[config.mk]
export PLATFORM = sky130hd
export DESIGN_NAME = x7seg_monitor
export DESIGN_NICKNAME = d
export VERILOG_FILES = /design/src/rtl/x7seg_pkg.sv /design/src/rtl/x7seg_glyph_dec.sv /design/src/rtl/x7seg_monitor.sv
export SDC_FILE = /design/constraint.sdc
export NUM_CORES = 1
export LEC_CHECK = 0
export ABC_AREA = 1
export CORE_AREA = 2 2 91 76
export DETAILED_ROUTE_END_ITERATION = 8
export DIE_AREA = 0 0 93 78
export PLACE_DENSITY = 0.8
export SYNTH_ARGS = -nofsm -noshare
export SYNTH_HDL_FRONTEND = slang
export SYNTH_SLANG_ARGS = --single-unit
[constraint.sdc]
create_clock -name i_clk -period 1.5 [get_ports i_clk]
set_input_delay 0.3 -clock i_clk [delete_from_list [all_inputs] [get_ports i_clk]]
set_output_delay 0.3 -clock i_clk [all_outputs]
set_load 0.01 [all_outputs]
[src/rtl/x7seg_pkg.sv]
// Shared constants for the seven-segment monitor: active-low glyph patterns (bit 6 = a .. bit 0 = g),
// the default stability depth and the decoded-glyph record.
package x7seg_pkg;

  localparam logic [6:0] SEG_0     = 7'b0000001;
  localparam logic [6:0] SEG_1     = 7'b1001111;
  localparam logic [6:0] SEG_2     = 7'b0010010;
  localparam logic [6:0] SEG_3     = 7'b0000110;
  localparam logic [6:0] SEG_4     = 7'b1001100;
  localparam logic [6:0] SEG_5     = 7'b0100100;
  localparam logic [6:0] SEG_6     = 7'b0100000;
  localparam logic [6:0] SEG_7     = 7'b0001111;
  localparam logic [6:0] SEG_8     = 7'b0000000;
  localparam logic [6:0] SEG_9     = 7'b0000100;
  localparam logic [6:0] SEG_A     = 7'b0001000;
  localparam logic [6:0] SEG_B     = 7'b1100000;
  localparam logic [6:0] SEG_C     = 7'b0110001;
  localparam logic [6:0] SEG_D     = 7'b1000010;
  localparam logic [6:0] SEG_E     = 7'b0110000;
  localparam logic [6:0] SEG_F     = 7'b0111000;
  localparam logic [6:0] SEG_BLANK = 7'b1111111;

  localparam int STABLE_CYCLES_DEF = 4;

  typedef struct packed {
    logic       vld;
    logic [3:0] nib;
  } glyph_t;

endpackage

[src/rtl/x7seg_glyph_dec.sv]
// Combinational segment-pattern to hex-nibble decoder; vld stays low for any pattern
// that is not one of the sixteen hex glyphs (blank included).
module x7seg_glyph_dec
  import x7seg_pkg::*;
(
  input  logic [6:0] i_seg,
  output glyph_t     o_glyph
);

  always_comb begin
    o_glyph = '{vld: 1'b0, nib: 4'h0};
    case (i_seg)
      SEG_0:   o_glyph = '{vld: 1'b1, nib: 4'h0};
      SEG_1:   o_glyph = '{vld: 1'b1, nib: 4'h1};
      SEG_2:   o_glyph = '{vld: 1'b1, nib: 4'h2};
      SEG_3:   o_glyph = '{vld: 1'b1, nib: 4'h3};
      SEG_4:   o_glyph = '{vld: 1'b1, nib: 4'h4};
      SEG_5:   o_glyph = '{vld: 1'b1, nib: 4'h5};
      SEG_6:   o_glyph = '{vld: 1'b1, nib: 4'h6};
      SEG_7:   o_glyph = '{vld: 1'b1, nib: 4'h7};
      SEG_8:   o_glyph = '{vld: 1'b1, nib: 4'h8};
      SEG_9:   o_glyph = '{vld: 1'b1, nib: 4'h9};
      SEG_A:   o_glyph = '{vld: 1'b1, nib: 4'hA};
      SEG_B:   o_glyph = '{vld: 1'b1, nib: 4'hB};
      SEG_C:   o_glyph = '{vld: 1'b1, nib: 4'hC};
      SEG_D:   o_glyph = '{vld: 1'b1, nib: 4'hD};
      SEG_E:   o_glyph = '{vld: 1'b1, nib: 4'hE};
      SEG_F:   o_glyph = '{vld: 1'b1, nib: 4'hF};
      default: o_glyph = '{vld: 1'b0, nib: 4'h0};
    endcase
  end

endmodule

[src/rtl/x7seg_monitor.sv]
// Rebuilds the displayed hex word from a multiplexed active-low segment bus, with glitch filtering,
// sticky error flag and a one-cycle frame strobe. X7SEG_MONITOR_DP_EN adds decimal-point capture.
module x7seg_monitor
  import x7seg_pkg::*;
#(
  parameter int DIGITS        = 4,
  parameter int STABLE_CYCLES = STABLE_CYCLES_DEF
) (
  input  logic                  i_clk,
  input  logic                  i_clr,
  input  logic [6:0]            i_a_to_g,
  input  logic [DIGITS-1:0]     i_an,
`ifdef X7SEG_MONITOR_DP_EN
  input  logic                  i_dp,
  output logic [DIGITS-1:0]     o_dp_out,
`endif
  output logic [4*DIGITS-1:0]   o_x,
  output logic                  o_frame_valid,
  output logic                  o_err
);

`ifdef X7SEG_MONITOR_DP_EN
  localparam int SW = 8 + DIGITS;
`else
  localparam int SW = 7 + DIGITS;
`endif
  localparam int              CW      = $clog2(STABLE_CYCLES);
  localparam logic [CW-1:0]   CNT_MAX = CW'(STABLE_CYCLES - 1);
  localparam logic [CW-1:0]   CNT_ARM = CW'(STABLE_CYCLES - 2);

  logic [SW-1:0]         w_sample;
  logic [SW-1:0]         r_s;
  logic [SW-1:0]         r_p;
  logic [CW-1:0]         r_cnt;
  logic [6:0]            w_seg;
  logic [DIGITS-1:0]     w_sel;
  logic                  w_same;
  logic                  w_cap;
  logic                  w_multi;
  logic                  w_one;
  logic                  w_wr;
  logic                  w_full;
  glyph_t                w_glyph;
  logic [4*DIGITS-1:0]   r_slots;
  logic [4*DIGITS-1:0]   w_slots_nxt;
  logic [4*DIGITS-1:0]   r_x;
  logic [DIGITS-1:0]     r_seen;
  logic [DIGITS-1:0]     w_seen_nxt;
  logic                  r_fv;
  logic                  r_err;

`ifdef X7SEG_MONITOR_DP_EN
  assign w_sample = {i_dp, i_a_to_g, i_an};
`else
  assign w_sample = {i_a_to_g, i_an};
`endif

  assign w_seg = r_s[DIGITS +: 7];
  assign w_sel = ~r_s[DIGITS-1:0];

  // Capture fires once, on the sample that lifts the counter onto its saturation value.
  assign w_same  = (r_s == r_p);
  assign w_cap   = w_same && (r_cnt == CNT_ARM);
  assign w_multi = |(w_sel & (w_sel - DIGITS'(1)));
  assign w_one   = (w_sel != '0) && !w_multi;
  assign w_wr    = w_cap && w_one && w_glyph.vld;

  x7seg_glyph_dec u_dec (
    .i_seg   (w_seg),
    .o_glyph (w_glyph)
  );

  always_comb begin
    w_slots_nxt = r_slots;
    for (int i = 0; i < DIGITS; i++) begin
      if (w_sel[i]) w_slots_nxt[4*i +: 4] = w_glyph.nib;
    end
  end

  assign w_seen_nxt = r_seen | w_sel;
  assign w_full     = &w_seen_nxt;

  always_ff @(posedge i_clk) begin
    if (i_clr) begin
      r_s     <= '1;
      r_p     <= '1;
      r_cnt   <= '0;
      r_seen  <= '0;
      r_slots <= '0;
      r_x     <= '0;
      r_fv    <= 1'b0;
      r_err   <= 1'b0;
    end else begin
      r_s  <= w_sample;
      r_p  <= r_s;
      r_fv <= 1'b0;
      if (!w_same) begin
        r_cnt <= '0;
      end else if (r_cnt != CNT_MAX) begin
        r_cnt <= r_cnt + CW'(1);
      end
      if (w_cap && (w_multi || (w_one && !w_glyph.vld))) r_err <= 1'b1;
      if (w_wr) begin
        r_slots <= w_slots_nxt;
        if (w_full) begin
          r_x    <= w_slots_nxt;
          r_fv   <= 1'b1;
          r_seen <= '0;
        end else begin
          r_seen <= w_seen_nxt;
        end
      end
    end
  end

`ifdef X7SEG_MONITOR_DP_EN
  logic [DIGITS-1:0] r_dp_slots;
  logic [DIGITS-1:0] w_dp_nxt;
  logic [DIGITS-1:0] r_dp_x;

  always_comb begin
    w_dp_nxt = r_dp_slots;
    for (int i = 0; i < DIGITS; i++) begin
      if (w_sel[i]) w_dp_nxt[i] = r_s[SW-1];
    end
  end

  always_ff @(posedge i_clk) begin
    if (i_clr) begin
      r_dp_slots <= '0;
      r_dp_x     <= '0;
    end else if (w_wr) begin
      r_dp_slots <= w_dp_nxt;
      if (w_full) r_dp_x <= w_dp_nxt;
    end
  end

  assign o_dp_out = r_dp_x;
`endif

  assign o_x           = r_x;
  assign o_frame_valid = r_fv;
  assign o_err         = r_err;

endmodule

==> out/qor.tcl <==
set qor(run_status) {finished, violations left}
set qor(violations_in_the_final_reports) {setup timing}
set qor(drtIter0Drc) 309
set qor(cellPowerDensity_nw_per_um2) 840
set qor(cp.required_ns) 1.79
set qor(core.rowCount) 26
set qor(yosys_register_bits) 62
set qor(finalHoldViolations) 0
set qor(timing.fmax_mhz) 562
set qor(clock_insertion_delay_worst_skew_ns) 0.35
set qor(synth_seq_area_share_pct) 39.5
set qor(dpl.hpwl_um) 5420
set qor(grtUsageTotal_pct) 25.6
set qor(finalCritPeriodShare_pct) 119
set qor(numPlacedInstances) 602
set qor(final_setup_vio_count) 38
set qor(clock-sinks) 62
set qor(number_of_buffers_inserted_by_hold_repair_at_cts) 0
set qor(dieArea_um2) 7250
set qor(h-tree-depth) 3
set qor(rsz0062_at_grt) {yes}
set qor(synthCells) 459
set qor(yosys_warnings) 0
set qor(worst_setup_hold_path_clk_slew_ns) 0.06
set qor(io_buffers) 30
set qor(critPathKind) {flip-flop to flip-flop}
set qor(finClkSkew_ns) 0.00951
set qor(routed_wl_um) 9430
set qor(slew_viol_final) 0
set qor(synth.avg_cell_area_um2) 6.84
set qor(timing.critical_path.fanout_max) 5
set qor(vias_per_cell) 5.36
set qor(synth_area_leaders) {dfxtp_1 40%, nand2_1 19%, nor2_1 6.9%}
set qor(final-instance-count-excl-fill) 636
set qor(syn_area_um2) 3140
set qor(yosysTopAreaCellShare_pct) 39.5
set qor(initial_core_util_pct) 50.3
set qor(clock_path_buffers) 2
set qor(highest_count_cells_in_the_layout_ignoring_fill_and_taps) {146 x nand2_1, 51 x dfxtp_1, 48 x nor2_1, 48 x buf_4, 22 x nand3_1}
set qor(worstHoldPathType) {flip-flop to flip-flop}
set qor(critical_path.startpoint_type) {flip-flop}
set qor(timing.max_slew.rel_slack_pct) 80.2
set qor(drive_gt1_share_pct) 34.6
set qor(layout.cells.most_common) {nand2_1}
set qor(num_vias) 3406
set qor(tightest_slew_ns) 0.293
set qor(synth_nets) 474
set qor(worst_ep_arrival_time_ns) 2.07
set qor(globalRoute.totalOverflow) 0
set qor(nNetsFinal) 562
set qor(place_congestion) 0.861
set qor(post-synth-top-area-cell) {dfxtp_1}
set qor(chipWidth_um) 93
set qor(avgRoutedWirePerCell_um) 14.8
set qor(postLayoutSetupSlackWorst_ns) -0.281
set qor(finalCoreUtilization_pct) 73.4
set qor(tritoncts.num_buffers) 9
set qor(drc_errors) 0
set qor(ant_diodes) 0
set qor(global_route_wire_length_before_repair_um) 14500
set qor(static-leakage-power_uw) 0.00222
set qor(max-cap-violations) 0
set qor(io_pins) 31
set qor(synth_edf_count) 0
set qor(grt_pass1_vias) 3120
set qor(report.power.total_uw) 3850
set qor(number_of_library_cell_types_mapped_by_synthesis) 31
set qor(cts_tree) {yes}
set qor(detail_route.first_pass.iterations) 7
set qor(layout.filler_cells) 435
set qor(final_ant_viol_nets) 0
set qor(endpoint_kind) {flip-flop}
set qor(async_flop_share_pct) 0
set qor(areaGrowthSynthToFinish_pct) 45.9
set qor(dominantRegCellSynth) {dfxtp_1}
set qor(irDropWorstVdd_mv) 0.741
set qor(grt_max_degree) 45
set qor(clock-root-buffer) {clkbuf_8}
set qor(antenna_found_initial) 0
set qor(fp.dieH_um) 78
set qor(timing.final.crit_period_ns) 1.78
set qor(coreArea_um2) 6250
[kinds of logic after synthesis]
group | Yosys count | synth area share [%]
AND/OR/NAND/NOR | 308 | 45.1
buffers and inverters | 54 | 8.25
AO/OA/AOI/OAI | 27 | 4.62
XOR/XNOR | 6 | 1.67
adder cells (fa/ha/maj) | 2 | 0.797
flip-flops | 62 | 39.5
[power by group]
part	leakage (uW)	switching, uW	internal, uW
Clock	0.000120	640	1070
Combinational	0.00159	232	195
Sequential	0.000505	40.4	1670
[worst paths after layout]
path / end / cells past startpoint / slack [ns] / from
max: o_x[15] / 9 / -0.28 / r_s[6]
min: o_x[13] / 2 / 0.45 / o_x[13]
max reg2reg: o_x[15] / 9 / -0.28 / r_s[6]
min reg2reg: o_x[13] / 2 / 0.45 / o_x[13]
[worst max-delay path: stages (launching register included)]
cell       delay (ns)
dfxtp_2          0.40
xnor2_2          0.14
nand2_2          0.10
nor2_4           0.19
buf_6            0.12
nand4_1          0.15
nor2_4           0.26
clkbuf_16        0.19
nand4_1          0.08
nand2_1          0.09
[cell usage after synthesis (4+ instances only)]
cell and instances:
a21oi_1 19, buf_2 4, buf_4 6, clkbuf_1 7
dfxtp_1 62, inv_1 26, inv_2 5, nand2_1 161
nand2_2 6, nand3_1 35, nand3_2 5, nand4_1 17
nor2_1 58, nor2_2 5, o21ai_0 4, o21bai_1 4
or2_2 11, xnor2_1 4
[per-layer routing]
layer  track usage (%)  wire (um)  vias up
li1                  -          -     1635
met1              32.0       4060     1557
met2              41.7       4270      167
met3              7.28        739       47
met4              10.0        354        0
met5                 0          0        -
[timing repair]
item	4_1_cts	5_1_grt
gates cloned	4	2
setup buffers	9	3
pin swaps	25	20
gates resized for setup	63	66
hold endpoints to repair	0	0
endpoints found under the setup margin	55	39
[flip-flops by register name, summed over array words and instances (netlist names)]
name / cells
o_frame_valid: 1
r_cnt: 2
o_x: 16
r_slots: 16
r_p: 11
r_seen: 4
r_s: 11
o_err: 1
[cell type report]
class | count | area, um2 | area share, %
flip-flops and latches | 62 | 1270 | 27.8
multi-input cells | 346 | 1950 | 42.5
clock inverters | 3 | 65.1 | 1.42
clock buffers | 13 | 169 | 3.69
well taps | 84 | 105 | 2.29
repair buffers | 94 | 877 | 19.1
inverters | 34 | 145 | 3.17
[per-stage QoR]
step	hold WS (ns)	setup slack (ns)	cell area [um2]	TNS (ns)
2_1_floorplan	0.404	-0.0633	3170	-0.586
3_3_place_gp	0.442	-0.248	3820	-7.99
3_5_place_dp	0.454	-0.274	3820	-9.11
4_1_cts	0.452	-0.171	4300	-5.42
5_1_grt	0.475	-0.386	4580	-11.77
6_report	0.448	-0.281	4580	-8.51
(Power assumes the default switching activity.)
